==> src/rtl/cache_mem_responder_pkg.sv <==
// Shared constants for the cache memory-side responder: request type codes,
// line geometry, one-hot FSM states and the beat base-address helper.
// No logic and no ports; imported by the interface, the serializer and the top.
package cache_mem_responder_pkg;

    // Line size in bytes. The cache and the responder must agree on this value.
    localparam int WIDTH      = 16;
    localparam int LINE_BYTES = WIDTH;
    localparam int LINE_WORDS = LINE_BYTES / 4;
    localparam int LINE_BITS  = LINE_BYTES * 8;
    localparam int CNT_W      = $clog2(LINE_WORDS);

    // Request type encodings. Only RT_LINE selects a burst; everything else
    // is served as a single word.
    localparam logic [2:0] RT_BYTE = 3'b000;
    localparam logic [2:0] RT_HALF = 3'b001;
    localparam logic [2:0] RT_WORD = 3'b010;
    localparam logic [2:0] RT_LINE = 3'b100;

    typedef enum logic [3:0] {
        ST_IDLE    = 4'b0001,
        ST_WR      = 4'b0010,
        ST_RD_REQ  = 4'b0100,
        ST_RD_WAIT = 4'b1000
    } state_t;

    // Line requests start at the line boundary; word requests at the word boundary.
    function automatic logic [31:0] beat_base(input logic is_line, input logic [31:0] addr);
        return is_line ? (addr & ~32'(LINE_BYTES - 1)) : (addr & ~32'd3);
    endfunction

endpackage

==> src/rtl/cache_mem_responder_if.sv <==
// Cache refill/writeback bus plus the 32-bit single-outstanding memory port.
// slave  : the responder (takes cache requests and memory replies, drives the rest).
// master : the environment (cache and memory together), the mirror image.
interface cache_mem_responder_if;
    import cache_mem_responder_pkg::*;

    // cache read side
    logic                 rd_req;
    logic [2:0]           rd_type;
    logic [31:0]          rd_addr;
    logic                 rd_rdy;
    logic                 ret_valid;
    logic                 ret_last;
    logic [31:0]          ret_data;
    // cache write side
    logic                 wr_req;
    logic [2:0]           wr_type;
    logic [31:0]          wr_addr;
    logic [3:0]           wr_wstrb;
    logic [LINE_BITS-1:0] wr_data;
    logic                 wr_rdy;
    // memory port
    logic                 mem_req;
    logic                 mem_we;
    logic [31:0]          mem_addr;
    logic [3:0]           mem_wstrb;
    logic [31:0]          mem_wdata;
    logic                 mem_gnt;
    logic                 mem_rvalid;
    logic [31:0]          mem_rdata;

    modport slave (
        input  rd_req, rd_type, rd_addr, wr_req, wr_type, wr_addr, wr_wstrb, wr_data,
        input  mem_gnt, mem_rvalid, mem_rdata,
        output rd_rdy, ret_valid, ret_last, ret_data, wr_rdy,
        output mem_req, mem_we, mem_addr, mem_wstrb, mem_wdata
    );

    modport master (
        output rd_req, rd_type, rd_addr, wr_req, wr_type, wr_addr, wr_wstrb, wr_data,
        output mem_gnt, mem_rvalid, mem_rdata,
        input  rd_rdy, ret_valid, ret_last, ret_data, wr_rdy,
        input  mem_req, mem_we, mem_addr, mem_wstrb, mem_wdata
    );

endinterface

==> src/rtl/cache_mem_responder_line_serializer.sv <==
// Write line buffer, beat counter and word select for one transaction.
// Latency: outputs are combinational from registers loaded at request accept.
// Backpressure: counter only moves on i_adv, so a stalled beat holds address/data.
// Ports: i_load/i_load_buf latch a new request, i_adv/i_clr step or end the
// transaction; o_addr/o_wdata/o_wstrb describe the current beat, o_last flags the final one.
module line_serializer
    import cache_mem_responder_pkg::*;
(
    input  logic                 i_clk,
    input  logic                 i_rst_n,
    input  logic                 i_load,
    input  logic                 i_load_buf,
    input  logic                 i_line,
    input  logic [31:0]          i_addr,
    input  logic [3:0]           i_wstrb,
    input  logic [LINE_BITS-1:0] i_data,
    input  logic                 i_adv,
    input  logic                 i_clr,
    output logic [31:0]          o_addr,
    output logic [31:0]          o_wdata,
    output logic [3:0]           o_wstrb,
    output logic                 o_last
);

    logic [LINE_BITS-1:0] r_buf;
    logic [31:0]          r_base;
    logic [CNT_W-1:0]     r_cnt;
    logic [CNT_W-1:0]     r_last_idx;
    logic [3:0]           r_wstrb;

    always_ff @(posedge i_clk or negedge i_rst_n) begin
        if (!i_rst_n) begin
            r_buf      <= '0;
            r_base     <= '0;
            r_cnt      <= '0;
            r_last_idx <= '0;
            r_wstrb    <= '0;
        end else begin
            if (i_load) begin
                r_base     <= beat_base(i_line, i_addr);
                r_cnt      <= '0;
                r_last_idx <= i_line ? CNT_W'(LINE_WORDS - 1) : '0;
                r_wstrb    <= i_line ? 4'hf : i_wstrb;
            end else if (i_clr) begin
                // counter only returns to zero when the transaction ends
                r_cnt <= '0;
            end else if (i_adv) begin
                r_cnt <= r_cnt + CNT_W'(1);
            end
            if (i_load_buf) begin
                r_buf <= i_data;
            end
        end
    end

    assign o_addr  = r_base + {{(32 - CNT_W - 2){1'b0}}, r_cnt, 2'b00};
    assign o_wdata = r_buf[{r_cnt, 5'd0} +: 32];
    assign o_wstrb = r_wstrb;
    assign o_last  = (r_cnt == r_last_idx);

endmodule

==> src/rtl/cache_mem_responder.sv <==
// Memory-side responder: serialises cache line/word reads and writes onto a 32-bit port.
// Latency: read accept to first ret_valid is 3 cycles minimum; one memory beat outstanding.
// Backpressure: mem_gnt low holds mem_req/mem_addr/mem_wdata; rd_rdy/wr_rdy low unless idle.
// Ports: clk, resetn (async active-low), bus = cache request/return and memory port (slave side).
module cache_mem_responder
    import cache_mem_responder_pkg::*;
(
    input  logic                  clk,
    input  logic                  resetn,
    cache_mem_responder_if.slave  bus
);

    state_t      r_state;
    logic        r_ret_valid;
    logic        r_ret_last;
    logic [31:0] r_ret_data;

    logic        w_idle, w_wr_st, w_mem_req;
    logic        w_wr_rdy, w_rd_rdy, w_wr_acc, w_rd_acc;
    logic        w_beat_done, w_last;
    logic        w_ld_line;
    logic [31:0] w_ld_addr;
    logic [31:0] w_addr, w_wdata;
    logic [3:0]  w_wstrb;

    assign w_idle    = (r_state == ST_IDLE);
    assign w_wr_st   = (r_state == ST_WR);
    assign w_mem_req = w_wr_st || (r_state == ST_RD_REQ);

    // Write wins a tie so a victim line lands before the refill of the same miss.
    assign w_wr_rdy = w_idle && resetn;
    assign w_rd_rdy = w_idle && resetn && !bus.wr_req;
    assign w_wr_acc = bus.wr_req && w_wr_rdy;
    assign w_rd_acc = bus.rd_req && w_rd_rdy;

    assign w_ld_line = w_wr_acc ? (bus.wr_type == RT_LINE) : (bus.rd_type == RT_LINE);
    assign w_ld_addr = w_wr_acc ? bus.wr_addr : bus.rd_addr;

    // A beat completes on grant for writes and on returned data for reads.
    assign w_beat_done = (w_wr_st && bus.mem_gnt) || ((r_state == ST_RD_WAIT) && bus.mem_rvalid);

    line_serializer u_ser (
        .i_clk      (clk),
        .i_rst_n    (resetn),
        .i_load     (w_wr_acc || w_rd_acc),
        .i_load_buf (w_wr_acc),
        .i_line     (w_ld_line),
        .i_addr     (w_ld_addr),
        .i_wstrb    (bus.wr_wstrb),
        .i_data     (bus.wr_data),
        .i_adv      (w_beat_done && !w_last),
        .i_clr      (w_beat_done && w_last),
        .o_addr     (w_addr),
        .o_wdata    (w_wdata),
        .o_wstrb    (w_wstrb),
        .o_last     (w_last)
    );

    always_ff @(posedge clk or negedge resetn) begin
        if (!resetn) begin
            r_state     <= ST_IDLE;
            r_ret_valid <= 1'b0;
            r_ret_last  <= 1'b0;
            r_ret_data  <= '0;
        end else begin
            r_ret_valid <= 1'b0;
            r_ret_last  <= 1'b0;
            case (r_state)
                ST_IDLE: begin
                    if (w_wr_acc) begin
                        r_state <= ST_WR;
                    end else if (w_rd_acc) begin
                        r_state <= ST_RD_REQ;
                    end
                end
                ST_WR: begin
                    if (bus.mem_gnt && w_last) begin
                        r_state <= ST_IDLE;
                    end
                end
                ST_RD_REQ: begin
                    if (bus.mem_gnt) begin
                        r_state <= ST_RD_WAIT;
                    end
                end
                ST_RD_WAIT: begin
                    if (bus.mem_rvalid) begin
                        // returned beat is re-driven next cycle; the final one
                        // overlaps with IDLE, which is harmless
                        r_ret_valid <= 1'b1;
                        r_ret_last  <= w_last;
                        r_ret_data  <= bus.mem_rdata;
                        r_state     <= w_last ? ST_IDLE : ST_RD_REQ;
                    end
                end
                default: r_state <= ST_IDLE;
            endcase
        end
    end

    assign bus.rd_rdy    = w_rd_rdy;
    assign bus.wr_rdy    = w_wr_rdy;
    assign bus.ret_valid = r_ret_valid;
    assign bus.ret_last  = r_ret_last;
    assign bus.ret_data  = r_ret_data;
    assign bus.mem_req   = w_mem_req;
    assign bus.mem_we    = w_wr_st;
    assign bus.mem_addr  = w_mem_req ? w_addr : 32'd0;
    assign bus.mem_wstrb = w_wr_st ? w_wstrb : 4'd0;
    assign bus.mem_wdata = w_wr_st ? w_wdata : 32'd0;

endmodule

==> src/flat_wrapper.sv <==
// flat-port wrapper written by rule: the top's interface ports become plain ports
module cache_mem_responder_flat import cache_mem_responder_pkg::*;
  (clk, resetn, bus_rd_req, bus_rd_type, bus_rd_addr, bus_wr_req, bus_wr_type, bus_wr_addr, bus_wr_wstrb, bus_wr_data, bus_mem_gnt, bus_mem_rvalid, bus_mem_rdata, bus_rd_rdy, bus_ret_valid, bus_ret_last, bus_ret_data, bus_wr_rdy, bus_mem_req, bus_mem_we, bus_mem_addr, bus_mem_wstrb, bus_mem_wdata);
  cache_mem_responder_if bus_i ();
  input  logic clk;
  input  logic resetn;
  input wire logic [$bits(bus_i.rd_req)-1:0] bus_rd_req;
  input wire logic [$bits(bus_i.rd_type)-1:0] bus_rd_type;
  input wire logic [$bits(bus_i.rd_addr)-1:0] bus_rd_addr;
  input wire logic [$bits(bus_i.wr_req)-1:0] bus_wr_req;
  input wire logic [$bits(bus_i.wr_type)-1:0] bus_wr_type;
  input wire logic [$bits(bus_i.wr_addr)-1:0] bus_wr_addr;
  input wire logic [$bits(bus_i.wr_wstrb)-1:0] bus_wr_wstrb;
  input wire logic [$bits(bus_i.wr_data)-1:0] bus_wr_data;
  input wire logic [$bits(bus_i.mem_gnt)-1:0] bus_mem_gnt;
  input wire logic [$bits(bus_i.mem_rvalid)-1:0] bus_mem_rvalid;
  input wire logic [$bits(bus_i.mem_rdata)-1:0] bus_mem_rdata;
  output wire logic [$bits(bus_i.rd_rdy)-1:0] bus_rd_rdy;
  output wire logic [$bits(bus_i.ret_valid)-1:0] bus_ret_valid;
  output wire logic [$bits(bus_i.ret_last)-1:0] bus_ret_last;
  output wire logic [$bits(bus_i.ret_data)-1:0] bus_ret_data;
  output wire logic [$bits(bus_i.wr_rdy)-1:0] bus_wr_rdy;
  output wire logic [$bits(bus_i.mem_req)-1:0] bus_mem_req;
  output wire logic [$bits(bus_i.mem_we)-1:0] bus_mem_we;
  output wire logic [$bits(bus_i.mem_addr)-1:0] bus_mem_addr;
  output wire logic [$bits(bus_i.mem_wstrb)-1:0] bus_mem_wstrb;
  output wire logic [$bits(bus_i.mem_wdata)-1:0] bus_mem_wdata;
  assign bus_i.rd_req = bus_rd_req;
  assign bus_i.rd_type = bus_rd_type;
  assign bus_i.rd_addr = bus_rd_addr;
  assign bus_i.wr_req = bus_wr_req;
  assign bus_i.wr_type = bus_wr_type;
  assign bus_i.wr_addr = bus_wr_addr;
  assign bus_i.wr_wstrb = bus_wr_wstrb;
  assign bus_i.wr_data = bus_wr_data;
  assign bus_i.mem_gnt = bus_mem_gnt;
  assign bus_i.mem_rvalid = bus_mem_rvalid;
  assign bus_i.mem_rdata = bus_mem_rdata;
  assign bus_rd_rdy = bus_i.rd_rdy;
  assign bus_ret_valid = bus_i.ret_valid;
  assign bus_ret_last = bus_i.ret_last;
  assign bus_ret_data = bus_i.ret_data;
  assign bus_wr_rdy = bus_i.wr_rdy;
  assign bus_mem_req = bus_i.mem_req;
  assign bus_mem_we = bus_i.mem_we;
  assign bus_mem_addr = bus_i.mem_addr;
  assign bus_mem_wstrb = bus_i.mem_wstrb;
  assign bus_mem_wdata = bus_i.mem_wdata;
  cache_mem_responder u_core (.clk(clk), .resetn(resetn), .bus(bus_i));
endmodule
==> config.mk <==
export PLATFORM = sky130hd
export DESIGN_NAME = cache_mem_responder_flat
export DESIGN_NICKNAME = d
export VERILOG_FILES = /design/src/rtl/cache_mem_responder_pkg.sv /design/src/rtl/cache_mem_responder_if.sv /design/src/rtl/cache_mem_responder_line_serializer.sv /design/src/rtl/cache_mem_responder.sv /design/src/flat_wrapper.sv
export SDC_FILE = /design/constraint.sdc
export NUM_CORES = 1
export LEC_CHECK = 0
export ABC_AREA = 1
export ABC_CLOCK_PERIOD_IN_PS = 2400
export CORE_AREA = 2 2 136 138
export DETAILED_ROUTE_END_ITERATION = 10
export DIE_AREA = 0 0 138 140
export DONT_BUFFER_PORTS = 1
export GPL_TIMING_DRIVEN = 0
export PLACE_DENSITY = 0.75
export SKIP_LAST_GASP = 1
export SLEW_MARGIN = 10
export SYNTH_ARGS = -nofsm -noshare
export SYNTH_HDL_FRONTEND = slang
export SYNTH_HIERARCHICAL = 1
export SYNTH_SLANG_ARGS = --single-unit
==> constraint.sdc <==
create_clock -name clk -period 2.4 [get_ports clk]
set_input_delay 0.48 -clock clk [delete_from_list [all_inputs] [get_ports clk]]
set_output_delay 0.48 -clock clk [all_outputs]
set_load 0.01 [all_outputs]
Yosys cells after proc, flatten, opt, wreduce, memory -nomap -nowiden
Cells that the tools add are included.

word-level totals
  register bits after elaboration = 206
  bits in latches = 0
  memory bits (writable) = 0
  memory bits (read-only) = 0
  input bits = 240
  output and inout port bits = 106
  logic and storage cells = 62
  memories = 0

cells by class
  add/sub/neg operators = 2
  $mul = 0
  divide/modulo/power cells = 0
  magnitude comparators = 0
  equal/unequal tests = 11
  shifts and indexed selects = 1
  muxes and demuxes = 22
  bitwise operators = 0
  reduce and logical (&&, ||, !) cells = 17

operators by type and width
  cell                                           number
  indexed part select 128 x 8 -> 32 bit          1
  2-to-1 mux 32 bit                              3
  adder 32 x 4 -> 32 bit                         1
  2-to-1 mux 4 bit                               8
  one-hot mux 4 bit (4 select lines)             1
  logical AND 1 bit                              9
  2-to-1 mux 2 bit                               4
  == test 3 bit, second input constant           2
  != test 2 bit, second input constant           3
  2-to-1 mux 1 bit                               5
  == test 4 x 1 -> 1 bit, second input constant  1
  == test 4 x 2 -> 1 bit, second input constant  1
  == test 4 x 3 -> 1 bit, second input constant  1
  == test 4 bit, second input constant           1
  AND reduction 4 bit                            1
  logical OR 1 bit                               3
  2-to-1 mux 3 bit                               1
  != test 3 bit, second input constant           1
  nonzero test 3 bit                             1
  adder 2 x 1 -> 2 bit, second input constant    1
  == test 2 bit                                  1
  zero test 1 bit                                2
  AND reduction 2 bit                            1

Longest topological paths before layout
Gate-level depths: netlist of the first run.

  depth in word-level cells = 7
  gate-level depth with buffers = 13
  mapped depth without buffers = 11

Hierarchy
The synthesis of the first run kept the hierarchy.

by module, submodules not included
  module               times used  cells each  area each (µm²)  seq. area each (µm²)
  line_serializer      1           862         8029.0           4129.0
  cache_mem_responder  1           445         2571.2           952.2

Worst setup path before layout of the first run
No wires, ideal clock.

  path type = register to output
  from = register u_core.u_ser.r_cnt[0]
  to = output port bus_mem_addr[26]
  arrival = 1.768 ns
  required time = 1.920 ns
  slack = 0.152 ns
  stages on the path, launching flop included = 12
  buffers on the path = 0
  path through = dfrtp_1 ha_1 fa_1 nand3_4 clkinv_2 nand2_4 inv_1 nand2_1 nand2_1 nand2_1 inv_1 nor2_1

between the ends
  cells in the longest elaborated chain, start to end = 2

ends and longest elaborated chain
  element                 line                                       text
  start, declared         cache_mem_responder_line_serializer.sv:27  logic [CNT_W-1:0] r_cnt;
  start signal, assigned  cache_mem_responder_line_serializer.sv:48  r_cnt <= r_cnt + CNT_W'(1);
  adder 32 x 4 -> 32 bit  cache_mem_responder_line_serializer.sv:56  assign o_addr = r_base + {{(32 - CNT_W - 2){1'b0}}, r_cnt, 2'b00};
  via u_core.w_addr[26]   cache_mem_responder.sv:23                  logic [31:0] w_addr, w_wdata;
  2-to-1 mux 32 bit       cache_mem_responder.sv:108                 assign bus.mem_addr = w_mem_req ? w_addr : 32'd0;
  end, declared           flat_wrapper.sv:25                         output wire logic [$bits(bus_i.mem_addr)-1:0] bus_mem_addr;

The timed path passes the listed nets, and every way through them passes these cells.

Worst setup path after layout of the first run
  from = register u_core.u_ser.r_cnt[0]
  to = output port bus_mem_addr[22]

The elaborated chain is that of the path after synthesis.

==> results.sh, run 1 <==
export IMPL_status="finished with violations"
export IMPL_violations="hold timing, setup timing"
export IMPL_cp_end_kind="primary output"
export IMPL_synth_warning_count=6
export IMPL_drive_gt1_share_pct=27.6
export IMPL_syn_avg_cell_area_sq_um=8.13
export IMPL_r2r_cells=8
export IMPL_final_common_cell="nand2_1"
export IMPL_synth_area_sq_mm=0.0106
export IMPL_dp_hpwl_mm=22.1
export IMPL_drt_met1_wl_mm=13.1
export IMPL_crit_fanout=4
export IMPL_hp_class="input pin to asynchronous set/reset pin"
export IMPL_slew_headroom_pct=64.6
export IMPL_grt_start_max_net_pins=207
export IMPL_grt_overflow_total=0
export IMPL_wire_per_inst_um=20.3
export IMPL_setup_tns_ns=-4.44
export IMPL_wl_met3_mm=3.22
export IMPL_rsz0062_at_grt="yes"
export IMPL_wl_met2_mm=15.0
export IMPL_p_sw_w=0.00665
export IMPL_final_cell_mix="nand2_1 (390), dfrtp_1 (199), inv_1 (131)"
export IMPL_drt_iter0_drc=737
export IMPL_clkTransAtPathRegs_ns=0.06
export IMPL_max_vdd_ir_drop_mv=0.987
export IMPL_routed_wl_mm=32.5
export IMPL_grt_total_usage_pct=31.7
export IMPL_crit_path_frequent_cell="nand2_1"
export IMPL_fin_crit_sh_pct=110
export IMPL_p_comb_share_pct=41.9
export IMPL_synth_cells=1301
export IMPL_highest_layer="met5"
export IMPL_portBuffers=0
export IMPL_switching_share_pct=39.2
export IMPL_drtAntennaViolNets=0
export IMPL_drc=0
export IMPL_start_util_pct=59.5
export IMPL_final_nets=1596
export IMPL_place_congestion=0.940
export IMPL_p_seq_share_pct=36.5
export IMPL_p_total_w=0.0169
export IMPL_die_x_um=138
export IMPL_cellLeakagePower_nw=6.21
export IMPL_num_rows=49
export IMPL_skew_ns=0.0108
export IMPL_crit_type="register to primary output"
export IMPL_drt_pass1_iterations=5
export IMPL_period_minus_slack_ns=2.65
export IMPL_io_pins=346
export IMPL_cts_root_buf="clkbuf_16"
export IMPL_grt_pass1_vias=8869
export IMPL_r2r_end="u_core/u_ser/r_buf[102]"
export IMPL_die_area_sq_mm=0.0193
export IMPL_via_per_inst=5.66
export IMPL_crit_arrival_ns=2.17
export IMPL_worstPathCellList="ha_4 > fa_2 > nand3_4 > clkinv_4 > buf_4 > nand2_1 > nand2_1 > nand2_1 > inv_1 > nor2_2"
export IMPL_final_area_sq_mm=0.0130
export IMPL_cap_violations=0
export IMPL_slew_viol_final=0
export IMPL_dpl_instance_area_sq_mm=0.0109
export IMPL_cts_buffers=22
export IMPL_setup_violations=37
export IMPL_clk_latency_ns=0.50
export IMPL_p_int_w=0.0103
export IMPL_finalHoldViolCount=202
export IMPL_grt_pass1_wl_mm=48.2
export IMPL_h_tree_depth=1
export IMPL_area_growth_pct=23.0
export IMPL_core_sq_mm=0.0178
export IMPL_pwr_share_clk_pct=21.7
export IMPL_reg2reg_from="u_core/r_state[0]"
export IMPL_dieHeight_um=140
export IMPL_fmaxAchievable_mhz=378
export IMPL_antenna_found_initial=7
export IMPL_endpoint="bus_mem_addr[22]"
export IMPL_whs_ns=-0.326
export IMPL_cts_buffer_depth=3
export IMPL_worstMarginPinSlew_ns=0.526
export IMPL_worstPathRequired_ns=1.92
export IMPL_critPathLaunchType="register"
export IMPL_cellPowerDensity_mw_per_mm2=1300
export IMPL_slowest_delay_ns=0.41
export IMPL_critPathLaunch="u_core/u_ser/r_cnt[0]"
export IMPL_rrSetupSlack_ns=0.11
export IMPL_timing_final_ws_setup_ns=-0.248
export IMPL_vias=9066
export IMPL_crit_slowest_cell="dfrtp_1"
export IMPL_cts_tree="built"
export IMPL_clock_sinks=203
## worst min-delay path by stage
stage                                         end  slack, ns    from  cells after the start
after floorplan            u_core/bus.ret_data[0]       0.18  resetn                      0
after global placement    u_core/u_ser/r_base[22]       0.19  resetn                      0
after detailed placement  u_core/u_ser/r_base[22]       0.19  resetn                      0
after CTS                 u_core/u_ser/r_base[18]      -0.34  resetn                      0
after global routing      u_core/u_ser/r_base[26]      -0.34  resetn                      0
final                     u_core/u_ser/r_base[26]      -0.33  resetn                      0
## power by group through the flow
stage	sequential (W)	clock, W	combinational (W)
4_1_cts	0.00612	0.00374	0.00611
6_report	0.00618	0.00367	0.00709
2_1_floorplan	0.00584	0	0.00405
3_3_place_gp	0.00609	0	0.00505
3_5_place_dp	0.00614	0	0.00522
5_1_grt	0.00635	0.00385	0.00768
## registers in the layout (all words and copies together), names as in the netlist
| register | count |
|---|---|
| u_core/u_ser/r_buf | 128 |
| u_core/bus.ret_data | 32 |
| u_core/u_ser/r_base | 30 |
| u_core/r_state | 4 |
| u_core/u_ser/o_wstrb | 4 |
| u_core/u_ser/r_cnt | 2 |
| u_core/bus.ret_last | 1 |
| u_core/bus.ret_valid | 1 |
| u_core/u_ser/r_last_idx | 1 |
## layer usage
layer,GRT usage (%),vias to the layer above
li1,-,4176
met1,43.2,4306
met2,49.7,504
met3,7.86,74
met4,11.5,6
met5,0,-
## layout make-up
| cell class | count | area [sq um] |
|---|---|---|
| Tap cell | 229 | 287 |
| Timing Repair Buffer | 28 | 382 |
| Inverter | 150 | 586 |
| Multi-Input combinational cell | 881 | 5220 |
| Antenna cell | 4 | 10.0 |
| Clock buffer | 32 | 649 |
| Fill cell | 1325 | 4770 |
| Clock inverter | 7 | 141 |
| Buffer | 67 | 654 |
| Sequential cell | 203 | 5080 |
## critical path, delay by kind of cell (launching register included)
kind | cells | cell delay, ns
and+or+nand+nor | 5 | 0.42
buffers and inverters | 3 | 0.25
DFF | 1 | 0.41
adders and majority gates | 2 | 0.57
## metrics by stage
step	setup slack [ns]	utilization (%)	cells
2_1_floorplan	0.152	-	1302
3_3_place_gp	-0.0235	61.1	1531
3_5_place_dp	-0.0658	61.1	1531
4_1_cts	-0.287	69.6	1587
5_1_grt	-0.342	73.2	1600
6_report	-0.248	73.2	1601
## what timing repair did
item / CTS / global route
setup endpoints to repair: 135 / 96
gates cloned: 4 / 5
pin swaps: 45 / 56
buffers inserted: 14 / 6
resized for setup: 171 / 154
hold endpoints to repair: 203 / 203
No activity file was read; power rests on OpenSTA's default activity.
==> run 2, diff against run 1 <==
--- a/config.mk
+++ b/config.mk
@@ -11,7 +11,6 @@
 export DETAILED_ROUTE_END_ITERATION = 10
 export DIE_AREA = 0 0 138 140
 export DONT_BUFFER_PORTS = 1
-export GPL_TIMING_DRIVEN = 0
 export PLACE_DENSITY = 0.75
 export SKIP_LAST_GASP = 1
 export SLEW_MARGIN = 10
==> run 2 against run 1 <==
Against the previous run: the run still ends with hold timing, setup timing left; non-clock buffer count down 27; combinational power rose by 0.7%; register-to-register slack improved by 0.07 ns; largest cell class unchanged.
==> results.sh, run 2 (same netlist as run 1, synthesis figures left out) <==
export IMPL_status="finished with violations"
export IMPL_violations="hold timing, setup timing"
export IMPL_slew_headroom_pct=63.2
export IMPL_clkTransAtPathRegs_ns=0.06
export IMPL_rsz0062_at_grt="yes"
export IMPL_fin_cells=1578
export IMPL_via_per_inst=5.68
export IMPL_timing_final_ws_setup_ns=-0.313
export IMPL_cts_root_buf="clkbuf_16"
export IMPL_whs_ns=-0.345
export IMPL_regMostFlops="u_core/u_ser/r_buf"
export IMPL_portBuffers=0
export IMPL_core_sq_mm=0.0178
export IMPL_vias=8959
export IMPL_period_minus_slack_ns=2.71
export IMPL_fmaxAchievable_mhz=369
export IMPL_crit_arrival_ns=2.23
export IMPL_cts_tree="built"
export IMPL_dp_cells=1486
export IMPL_final_cell_mix="nand2_1 (391), dfrtp_1 (200), inv_1 (130)"
export IMPL_dp_hpwl_mm=17.7
export IMPL_grt_overflow_total=0
export IMPL_cap_violations=0
export IMPL_fin_crit_sh_pct=113
export IMPL_drive_gt1_share_pct=26.8
export IMPL_critPathLaunchType="register"
export IMPL_post_place_ws_ns=0.0377
export IMPL_cts_buffers=23
export IMPL_crit_type="register to primary output"
export IMPL_clk_latency_ns=0.52
export IMPL_setup_violations=60
export IMPL_routed_wl_mm=30.7
export IMPL_grt_total_usage_pct=29.7
export IMPL_critPathTopFamily="adder cells"
export IMPL_cts_buffer_depth=3
export IMPL_cellPowerDensity_mw_per_mm2=1310
export IMPL_worstPathRequired_ns=1.92
export IMPL_max_vdd_ir_drop_mv=0.889
export IMPL_drt_pass1_iterations=6
export IMPL_io_pins=346
export IMPL_dieHeight_um=140
export IMPL_critPathLaunch="u_core/u_ser/r_cnt[0]"
export IMPL_crit_path_frequent_cell="nand2_1"
export IMPL_grt_pass1_wl_mm=46.2
export IMPL_grt_pass1_vias=8746
export IMPL_final_nets=1571
export IMPL_crit_slowest_cell="dfrtp_2"
export IMPL_worstMarginPinSlew_ns=0.552
export IMPL_antenna_found_initial=6
export IMPL_finalHoldViolCount=203
export IMPL_h_tree_depth=1
export IMPL_drtAntennaViolNets=0
export IMPL_reg2reg_from="u_core/r_state[0]"
export IMPL_clock_sinks=203
export IMPL_worstPathCellList="ha_4 > fa_2 > nand3_4 > buf_4 > nor2_2 > nand2_1 > nand2_1 > nand2_1 > inv_1 > nor2_4"
export IMPL_wire_per_inst_um=19.5
export IMPL_p_total_w=0.0170
export IMPL_die_x_um=138
export IMPL_crit_buf_inv=2
export IMPL_area_growth_pct=22.5
export IMPL_die_area_sq_mm=0.0193
export IMPL_grt_start_max_net_pins=207
export IMPL_final_common_cell="nand2_1"
export IMPL_drc=0
export IMPL_cp_end_kind="primary output"
export IMPL_skew_ns=0.00897
export IMPL_crit_fanout=4
export IMPL_cellLeakagePower_nw=6.17
export IMPL_num_rows=49
export IMPL_place_congestion=0.910
export IMPL_slew_viol_final=0
export IMPL_largest_reg_flops=128
export IMPL_drt_iter0_drc=667
export IMPL_slowest_delay_ns=0.43
export IMPL_start_util_pct=59.5
export IMPL_hp_class="input pin to asynchronous set/reset pin"
run 2: metrics by stage:
stage	hold slack, ns	utilization [%]	TNS (ns)	cell area [sq um]
6_report	-0.345	72.9	-10.31	13000
5_1_grt	-0.365	72.9	-15.85	13000
2_1_floorplan	0.184	-	0	10600
3_5_place_dp	0.189	60.5	0	10800
4_1_cts	-0.347	69.8	-7.95	12400
3_3_place_gp	0.190	60.5	0	10800
run 2: cell type report:
type	count	area [sq um]
Timing Repair inverter	1	16.3
Multi-Input combinational cell	881	5170
Clock inverter	13	150
Timing Repair Buffer	68	983
Tap cell	229	287
Sequential cell	203	5080
Inverter	150	612
Fill cell	1281	4820
Clock buffer	28	644
Antenna cell	5	12.5
run 2: power breakdown:
part / internal (W) / switching, W
Combinational: 0.00315 / 0.00399
Sequential: 0.00504 / 0.00118
Clock: 0.00215 / 0.00150
Total: 0.0103 / 0.00667
run 2: final timing paths:
check	endpoint	slack (ns)	depth (start not counted)
setup / recovery	bus_mem_addr[30]	-0.31	10
hold / removal	u_core/u_ser/r_base[22]	-0.35	0
setup reg to reg	u_core/u_ser/o_wstrb[3]	0.18	10
hold reg to reg	u_core/u_ser/o_wstrb[0]	0.50	1
max in group asynchronous	u_core/r_state[0]	2.42	0
min in group clk	u_core/bus.ret_data[22]	0.07	2
run 2: what timing repair did:
item                                   4_1_cts  5_1_grt
setup buffers                               16       13
resized for setup                          147       93
setup endpoints to repair                   61       67
endpoints found under the hold margin      203      203
pin swaps                                   61       47
cloned                                      11        7
run 2: layer usage:
metal	vias up	global-route usage, %	share of wire (%)
met2	441	49.1	49
met3	67	6.77	8.8
li1	4124	-	-
met4	2	10.3	2.8
met1	4325	39.0	40
met5	-	0	0.036
